==> src/rtl/seg_scan_pkg.sv <==
// Shared types and the 4-bit to 7-segment lookup for the score display scanner.
// Segment codes are active-low, ordered {a,b,c,d,e,f,g} from bit 6 down to bit 0.
package seg_scan_pkg;

  typedef logic [6:0] seg_t;

  localparam seg_t SEG_BLANK = 7'b1111111;

  localparam seg_t SEG_TABLE [16] = '{
    7'b0000001, 7'b1001111, 7'b0010010, 7'b0000110,
    7'b1001100, 7'b0100100, 7'b0100000, 7'b0001111,
    7'b0000000, 7'b0000100, 7'b0001000, 7'b1100000,
    7'b0110001, 7'b1000010, 7'b0110000, 7'b0111000
  };

endpackage

==> src/rtl/seg_scan_ctrl_if.sv <==
// Load/ack handshake between the game logic (master) and the display scanner (slave).
interface seg_scan_ctrl_if #(
  parameter int NUM_DIGITS = 4
);

  logic                    load;
  logic [4*NUM_DIGITS-1:0] digits_in;
  logic [NUM_DIGITS-1:0]   blank_in;
  logic                    load_ack;
  logic                    busy;

  modport master (output load, digits_in, blank_in, input load_ack, busy);
  modport slave  (input load, digits_in, blank_in, output load_ack, busy);

endinterface

==> src/rtl/seg_scan_ctrl_hex7_dec.sv <==
// Pure combinational hex nibble to active-low 7-segment decoder.
module hex7_dec
  import seg_scan_pkg::*;
(
  input  logic [3:0] nibble_i,
  output seg_t       seg_o
);

  assign seg_o = SEG_TABLE[nibble_i];

endmodule

==> src/rtl/seg_scan_ctrl.sv <==
// Multiplexed 7-segment scanner with tear-free frame-boundary commit of new digits.
// Optional leading-zero suppression is enabled by defining SEG_SCAN_LZ_BLANK_EN.
module seg_scan_ctrl
  import seg_scan_pkg::*;
#(
  parameter int NUM_DIGITS  = 4,
  parameter int REFRESH_DIV = 50000,
  parameter int GUARD       = 16
) (
  input  logic                  clk,
  input  logic                  rst_n,
  seg_scan_ctrl_if.slave        bus,
  output seg_t                  seg,
  output logic [NUM_DIGITS-1:0] an
);

  localparam int CW = $clog2(REFRESH_DIV);
  localparam int IW = $clog2(NUM_DIGITS);

  logic [CW-1:0]           div_cnt_q;
  logic [IW-1:0]           idx_q;
  logic                    slot_end;
  logic                    frame_end;

  logic [4*NUM_DIGITS-1:0] pend_digits_q;
  logic [NUM_DIGITS-1:0]   pend_blank_q;
  logic [4*NUM_DIGITS-1:0] shadow_digits_q;
  logic [NUM_DIGITS-1:0]   shadow_blank_q;
  logic                    busy_q;
  logic                    ack_q;

  logic [NUM_DIGITS-1:0]   lz_mask;
  logic [NUM_DIGITS-1:0]   blank_eff;
  logic [3:0]              cur_nibble;
  seg_t                    dec_seg;
  seg_t                    seg_d, seg_q;
  logic [NUM_DIGITS-1:0]   an_d, an_q;

  assign slot_end  = (div_cnt_q == CW'(REFRESH_DIV - 1));
  assign frame_end = slot_end && (idx_q == IW'(NUM_DIGITS - 1));

  always_ff @(posedge clk or negedge rst_n) begin
    if (!rst_n) begin
      div_cnt_q <= '0;
      idx_q     <= '0;
    end else if (slot_end) begin
      div_cnt_q <= '0;
      idx_q     <= (idx_q == IW'(NUM_DIGITS - 1)) ? '0 : idx_q + 1'b1;
    end else begin
      div_cnt_q <= div_cnt_q + 1'b1;
    end
  end

  // A load landing on the frame boundary bypasses the pending buffer so it is shown next frame.
  always_ff @(posedge clk or negedge rst_n) begin
    if (!rst_n) begin
      pend_digits_q   <= '0;
      pend_blank_q    <= '0;
      shadow_digits_q <= '0;
      shadow_blank_q  <= '1;
      busy_q          <= 1'b0;
      ack_q           <= 1'b0;
    end else begin
      ack_q <= 1'b0;
      if (frame_end && (bus.load || busy_q)) begin
        shadow_digits_q <= bus.load ? bus.digits_in : pend_digits_q;
        shadow_blank_q  <= bus.load ? bus.blank_in  : pend_blank_q;
        busy_q          <= 1'b0;
        ack_q           <= 1'b1;
      end else if (bus.load) begin
        busy_q <= 1'b1;
      end
      if (bus.load) begin
        pend_digits_q <= bus.digits_in;
        pend_blank_q  <= bus.blank_in;
      end
    end
  end

`ifdef SEG_SCAN_LZ_BLANK_EN
  // Walk down from the top digit; a digit is suppressed while it and everything above it is zero.
  always_comb begin
    logic zero_run;
    lz_mask  = '0;
    zero_run = 1'b1;
    for (int k = NUM_DIGITS - 1; k >= 1; k--) begin
      zero_run   = zero_run && (shadow_digits_q[4*k +: 4] == 4'd0);
      lz_mask[k] = zero_run;
    end
  end
`else
  assign lz_mask = '0;
`endif

  assign blank_eff  = shadow_blank_q | lz_mask;
  assign cur_nibble = shadow_digits_q[{idx_q, 2'b00} +: 4];

  hex7_dec u_dec (
    .nibble_i (cur_nibble),
    .seg_o    (dec_seg)
  );

  // Anodes stay off during the guard window so the previous digit's pattern cannot ghost.
  always_comb begin
    seg_d = blank_eff[idx_q] ? SEG_BLANK : dec_seg;
    an_d  = '1;
    if (div_cnt_q >= CW'(GUARD)) begin
      an_d = ~({{(NUM_DIGITS-1){1'b0}}, 1'b1} << idx_q);
    end
  end

  always_ff @(posedge clk or negedge rst_n) begin
    if (!rst_n) begin
      seg_q <= SEG_BLANK;
      an_q  <= '1;
    end else begin
      seg_q <= seg_d;
      an_q  <= an_d;
    end
  end

  assign seg          = seg_q;
  assign an           = an_q;
  assign bus.load_ack = ack_q;
  assign bus.busy     = busy_q;

endmodule

==> src/flat_wrapper.sv <==
// flat-port wrapper written by rule: the top's interface ports become plain ports
module seg_scan_ctrl_flat import seg_scan_pkg::*;
#(
  parameter int NUM_DIGITS  = 4,
  parameter int REFRESH_DIV = 50000,
  parameter int GUARD       = 16
)
  (clk, rst_n, seg, an, bus_load, bus_digits_in, bus_blank_in, bus_load_ack, bus_busy);
  seg_scan_ctrl_if #(.NUM_DIGITS(NUM_DIGITS)) bus_i ();
  input  logic clk;
  input  logic rst_n;
  output seg_t seg;
  output logic [NUM_DIGITS-1:0] an;
  input wire logic [$bits(bus_i.load)-1:0] bus_load;
  input wire logic [$bits(bus_i.digits_in)-1:0] bus_digits_in;
  input wire logic [$bits(bus_i.blank_in)-1:0] bus_blank_in;
  output wire logic [$bits(bus_i.load_ack)-1:0] bus_load_ack;
  output wire logic [$bits(bus_i.busy)-1:0] bus_busy;
  assign bus_i.load = bus_load;
  assign bus_i.digits_in = bus_digits_in;
  assign bus_i.blank_in = bus_blank_in;
  assign bus_load_ack = bus_i.load_ack;
  assign bus_busy = bus_i.busy;
  seg_scan_ctrl #(.NUM_DIGITS(NUM_DIGITS), .REFRESH_DIV(REFRESH_DIV), .GUARD(GUARD)) u_core (.clk(clk), .rst_n(rst_n), .bus(bus_i), .seg(seg), .an(an));
endmodule
==> config.mk <==
export PLATFORM = sky130hd
export DESIGN_NAME = seg_scan_ctrl_flat
export DESIGN_NICKNAME = d
export VERILOG_FILES = /design/src/rtl/seg_scan_pkg.sv /design/src/rtl/seg_scan_ctrl_if.sv /design/src/rtl/seg_scan_ctrl_hex7_dec.sv /design/src/rtl/seg_scan_ctrl.sv /design/src/flat_wrapper.sv
export SDC_FILE = /design/constraint.sdc
export NUM_CORES = 1
export LEC_CHECK = 0
export ABC_CLOCK_PERIOD_IN_PS = 7200
export CAP_MARGIN = 20
export CORE_MARGIN = 2
export CORE_UTILIZATION = 60
export CTS_BUF_LIST = sky130_fd_sc_hd__clkbuf_4 sky130_fd_sc_hd__clkbuf_8 sky130_fd_sc_hd__clkbuf_16
export DETAILED_ROUTE_END_ITERATION = 8
export PLACE_DENSITY = 0.84
export SLEW_MARGIN = 20
export SYNTH_ARGS = -nofsm -noshare
export SYNTH_HDL_FRONTEND = slang
export SYNTH_HIERARCHICAL = 1
export SYNTH_SLANG_ARGS = --single-unit
==> constraint.sdc <==
create_clock -name clk -period 7.2 [get_ports clk]
set_input_delay 1.08 -clock clk [delete_from_list [all_inputs] [get_ports clk]]
set_output_delay 1.08 -clock clk [all_outputs]
set_load 0.1 [all_outputs]
==> qor.yml <==
cp_num_buf_inv: 1
synth_nets: 279
overflow: 0
min_path_cells: 1
fin_crit_sh_pct: 42.81
rows: 26
required_ps: 7410
grt_pass1_vias: 2002
synthesis.area_mm2: 0.003269
post_layout_nonfiller_instances: 356
synth_edf_count: 0
yosysTopAreaCellShare_pct: 42.86
max_clock_freq_ghz: 0.3244
leakage_nw: 1.680
yosys.area.top_type: "dfrtp_1"
post-route-min-period_ps: 3083
synth_cell_types: 37
start_util_pct: 63.21
vdd_ir_drop_max_uv: 163.5
cts_inserted_buffers: 9
num_io_pins: 36
nets: 317
outcome: "completed"
worst-setup-path-type: "in -> reg"
synth_fa_ha_area_share_pct: 4.975
n_antenna_cell: 0
multi_input_area_mm2: 0.001361
placedCellCount: 340
yosys-top-cells-area: "dfrtp_1, dfstp_2, mux2_4, mux2_2, ha_1"
die_w_um: 77.82
crit_path_end_kind: "flop"
numPortBuffers: 35
slew_viol_final: 0
dp_slack_ps: 3755
clock_skew_ps: 12.27
drt_first_pass_iters: 4
clk_path_buf_depth: 2
drcViolationCount: 0
synth.avg_cell_area_um2: 13.45
crit_family: "buffers and inverters"
crit_slowest_cell: "clkdlybuf4s50_1"
setup_violations: 0
p_total_mw: 0.7812
vias: 1921
postCtsHoldBufs: 0
p_per_area_mw_per_mm2: 203.3
grt.total_usage_pct: 21.44
clk_pin_slew_ps: 70
maxCapViolCount: 0
tritoncts: "done"
synth_ff_type: "dfrtp_1"
area_growth_pct: 17.53
synth_compound_gate_area_share_pct: 3.176
wire_per_inst_um: 15.73
final_common_cell: "dfrtp_1"
yosysSeqAreaShare_pct: 54.92
cts_resized: 0
hp-class: "reg -> reg"
core_mm2: 0.005172
setup_tns_ps: 0
crit_path_cell_trace: "clkdlybuf4s50_1 > nor2_1 > and3b_4 > mux2_4"
yosysWarningCount: 6
synthSimpleGateAreaFrac_pct: 10.18
dieArea_mm2: 0.006055
regArea_mm2: 0.001795
holdWs_ps: 499.3
syn_inst: 243
clkSinkCount: 71
path_depth: 4
async_flop_share_pct: 100.0
grt_pass1_wl_mm: 9.846
setup_ws_ps: 4117
htreeDepth: 3
crit_path_max_fanout: 21
antenna_found_initial: 0
hold_viol_final: 0
grt_max_degree: 72
slew_headroom_pct: 35.05
routed_wl_mm: 5.601
tightest_slew_ps: 971.2
synthXorXnorAreaFrac_pct: 2.947
die-height_um: 77.82
place_congestion: 0.8721
vias_per_cell: 5.396
cts_root_buf: "clkbuf_8"
max_stage_delay_ps: 1070
antenna_left: 0
worstSkewPairLatency_ps: 330
synthMuxAreaShare_pct: 20.36
arrival_ps: 3300
num-fill-cells: 332
drive_above_1_share_pct: 31.12
drt_iter0_drc: 125
hpwl_mm: 3.742
rsz0062_at_grt: "false"
synth_top_family_by_area: "multiplexers"
post_cts_buffers: 0
ys_seq_elements: 71
startpoint_type: "primary input"
final_cell_mix: "dfrtp_1, clkdlybuf4s50_1, mux2_2, mux2_4, nand2_1"
ff2ff_path_depth: 5
[worst register-to-register path: cells and delay by family (launching register included)]
family        cells  cell delay, ps
simple gates      3            1370
fa+ha+maj         1             270
flops             1             430
mux               1             360
[flip-flops by register name, indices dropped and copies added (netlist names)]
register,flops
u_core/bus.load_ack,1
u_core/pend_blank_q,4
u_core/idx_q,2
u_core/pend_digits_q,16
u_core/seg,7
u_core/blank_eff,4
u_core/div_cnt_q,16
u_core/an,4
u_core/shadow_digits_q,16
u_core/bus.busy,1
[path summary, 6_finish.rpt]
path / startpoint / end / slack (ps)
setup reg to reg: u_core/div_cnt_q[0] / u_core/shadow_digits_q[10] / 4660
hold reg to reg: u_core/pend_blank_q[2] / u_core/pend_blank_q[2] / 500
max in group asynchronous: rst_n / u_core/div_cnt_q[5] / 5730
min in group asynchronous: rst_n / u_core/shadow_digits_q[4] / 940
hold / removal: u_core/pend_blank_q[2] / u_core/pend_blank_q[2] / 500
setup / recovery: bus_load / u_core/shadow_digits_q[10] / 4120
[final cells by class]
cell class | instances | area share (%)
flip-flops and latches | 71 | 46.73
repair buffers | 36 | 9.183
well taps | 70 | 2.279
multi-input cells | 154 | 35.43
clock buffers | 15 | 4.722
clock inverters | 1 | 0.7815
inverters | 9 | 0.8792
[cells in the mapped netlist, types with 2 or more instances]
| cell | count |
|---|---|
| dfrtp_1 | 56 |
| mux2_2 | 22 |
| mux2_4 | 19 |
| nand2_1 | 17 |
| dfstp_2 | 15 |
| ha_1 | 13 |
| nor2_1 | 12 |
| inv_1 | 9 |
| or2_2 | 8 |
| nand3_1 | 7 |
| xor2_1 | 7 |
| o21ai_0 | 6 |
| mux4_2 | 5 |
| nor3_1 | 5 |
| clkbuf_1 | 4 |
| xnor2_1 | 4 |
| a21oi_1 | 3 |
| and4_1 | 3 |
| nand4_1 | 3 |
| buf_12 | 2 |
| mux2i_1 | 2 |
| nand2b_1 | 2 |
| nor4_1 | 2 |
| o21ai_1 | 2 |
| o22ai_1 | 2 |
| or3_1 | 2 |
[where the power goes]
part	internal, mW	switching, mW	leakage (nW)
sequential	0.410	0.00302	0.873
combinational	0.0211	0.0170	0.695
clock	0.195	0.135	0.112
total	0.626	0.155	1.68
[per-layer routing]
layer,track usage (%),wire length [µm],vias up
li1,-,-,918
met4,11.79,89,0
met2,33.53,2791,42
met1,28.49,2542,954
met3,3.837,177,7
met5,0,0,-
[per-stage QoR]
stage	area [µm²]	utilization (%)
floorplan	3269	-
finish	3842	74.29
global route	3842	74.29
detailed placement	3631	70.20
CTS	3842	74.29
global placement	3631	70.20
[logic make-up after synthesis]
group | count (synthesis)
adders and majority gates | 13
AOI/OAI and AO/OA | 18
muxes | 48
xor gates and xnor gates | 11
buffers and inverters | 18
DFF | 71
and+or+nand+nor | 64
(Power assumes the default switching activity.)
==> variant, RTL diff (same flow settings) <==
`NUM_DIGITS` is set to 4 in 3 places; all go to 8.
--- a/src/rtl/seg_scan_ctrl_if.sv
+++ b/src/rtl/seg_scan_ctrl_if.sv
@@ -1,6 +1,6 @@
 // Load/ack handshake between the game logic (master) and the display scanner (slave).
 interface seg_scan_ctrl_if #(
-  parameter int NUM_DIGITS = 4
+  parameter int NUM_DIGITS = 8
 );
 
   logic                    load;
--- a/src/rtl/seg_scan_ctrl.sv
+++ b/src/rtl/seg_scan_ctrl.sv
@@ -3,7 +3,7 @@
 module seg_scan_ctrl
   import seg_scan_pkg::*;
 #(
-  parameter int NUM_DIGITS  = 4,
+  parameter int NUM_DIGITS  = 8,
   parameter int REFRESH_DIV = 50000,
   parameter int GUARD       = 16
 ) (
--- a/src/flat_wrapper.sv
+++ b/src/flat_wrapper.sv
@@ -1,7 +1,7 @@
 // flat-port wrapper written by rule: the top's interface ports become plain ports
 module seg_scan_ctrl_flat import seg_scan_pkg::*;
 #(
-  parameter int NUM_DIGITS  = 4,
+  parameter int NUM_DIGITS  = 8,
   parameter int REFRESH_DIV = 50000,
   parameter int GUARD       = 16
 )
Interface: changed (resized an, bus_blank_in and bus_digits_in); port bits go from 36 to 60. No check against the original RTL was run, so the function may have changed too.
==> variant against the unedited design <==
- area after synthesis is 57% higher
- synthesized cell count increased by 49%
- sequential cell count grew 45
- clock power rose to 2.7 times the old value
- cell count up 53%
- cell area rose by 66%
- largest power group is now clock
- total power is 110% higher
- die area increased by 54%
- worst setup slack got worse by 180 ps
- first-iteration DRC count is 14% lower
- largest cell class unchanged
- routed wire length grew 82%
==> variant: results (changes against the unedited design) <==
outcome=finished, final reports clean (unchanged); mux cell area share after synthesis=23.8% (was 20.4%); Clock-cell share=9.69% (was 5.50%); first-pass GRT wire length=16800 microns (was 9850 microns); Clock Latency Late Sink=520 ps (was 330 ps); clock buffers=22 (was 15); non-clk buf share=9.38% (was 9.18%); Post-Synth XOR/XNOR Area=1.88% (was 2.95%); routability congestion estimate=0.857 (was 0.872); fill cell count=468 (was 332); post-synthesis sequential area ratio=57.2% (was 54.9%); Async SR Flop Fraction=100% (unchanged); Critical Path Max Stage Delay=1140 ps (was 1070 ps); placed insts=514 (was 340); Slew Limit Headroom=33.6% (was 35.0%); H-tree Lvls=4 (was 3); final non-filler cell total=546 (was 356); met3 wire length=461 microns (was 177 microns); Synth top cells by count=dfrtp_1 (93), mux2_2 (73), nand2_1 (32) (was dfrtp_1 (56), mux2_2 (22), mux2_4 (19)); distinct cell type count after synthesis=42 (was 37); Buffers excl. clock=61 (was 36); Multi-input gate area=0.00206 sq mm (was 0.00136 sq mm); biggest regs=u_core/pend_digits_q x32, u_core/shadow_digits_q x32, u_core/div_cnt_q x16 (was u_core/div_cnt_q x16, u_core/pend_digits_q x16, u_core/shadow_digits_q x16); synth top area cells=dfrtp_1 (45%), mux2_2 (16%), dfstp_2 (12%), mux4_2 (4.4%), ha_1 (3.7%) (was dfrtp_1 (43%), dfstp_2 (12%), mux2_4 (8.7%), mux2_2 (7.6%), ha_1 (5.0%)); Seq/total area=46.0% (was 46.7%); Metal-1 WL=4190 microns (was 2540 microns); CTS Buf Count=17 (was 9); vias in the first global route=3370 (was 2002); Synth-to-Final Area Change=24.4% (was 17.5%); clock skew=10.4 ps (was 12.3 ps); nets@finish=486 (was 317); share of layout cells above drive strength 1=36.1% (was 31.1%); internal power=1300 uW (was 626 uW); post-synth net total=421 (was 279); GR Util met1=29.6% (was 28.5%); DRT iter0 DRCs=107 (was 125); grt met3 use=6.67% (was 3.84%); detailed placement HPWL=6190 microns (was 3740 microns); Cell Area, Placed=0.00576 sq mm (was 0.00363 sq mm); met2 Usage GRT=42.3% (was 33.5%); VDD IR max=200 uV (was 163 uV); Clock Path Buffers=2 (unchanged); Seq pwr share=41.8% (was 52.9%); Overall Power=1630 uW (was 781 uW); wire per inst=18.7 microns (was 15.7 microns); Global Route Usage Sum=24.8% (was 21.4%); Mapped Cells=363 (was 243); Worst Path Arrival=2180 ps (was 3300 ps); multi-input combinational gate total=223 (was 154); leakage power=0.00283 uW (was 0.00168 uW); Antenna Cells=0 (unchanged); fraction of power consumed by the clock network=53.7% (was 42.2%); met2 WL=5380 microns (was 2790 microns); Seq cells=116 (was 71); compound-cell area share of the yosys netlist=1.78% (was 3.18%); via/cell ratio=5.72 (was 5.40); post-synthesis adder-cell area fraction=3.66% (was 4.98%); # port buffers=59 (was 35)
variant: changes by cell type in the layout (fill, tap and decap cells not counted), moves of 10 or more:
cell,delta
mux2_4,-10
clkdlybuf4s50_1,+23
nand2_1,+15
clkbuf_16,+16
dfrtp_1,+37
mux2_2,+51
variant: logic make-up after synthesis:
| group | Yosys count |
|---|---|
| buffers and inverters | 24 |
| adders and majority gates | 15 |
| muxes | 96 |
| xor gates and xnor gates | 11 |
| DFF | 116 |
| and+or+nand+nor | 85 |
| AOI/OAI and AO/OA | 16 |
variant: worst paths after layout:
kind	slack, ps	endpoint	startpoint	depth (start not counted)
max in group asynchronous	5370	u_core/shadow_digits_q[15]	rst_n	2
min	490	u_core/div_cnt_q[13]	u_core/div_cnt_q[13]	1
min reg2reg	490	u_core/div_cnt_q[13]	u_core/div_cnt_q[13]	1
min in group asynchronous	600	u_core/pend_digits_q[4]	rst_n	1
max reg2reg	4260	u_core/shadow_digits_q[31]	u_core/idx_q[0]	5
max	3940	an[3]	u_core/an[3]	1
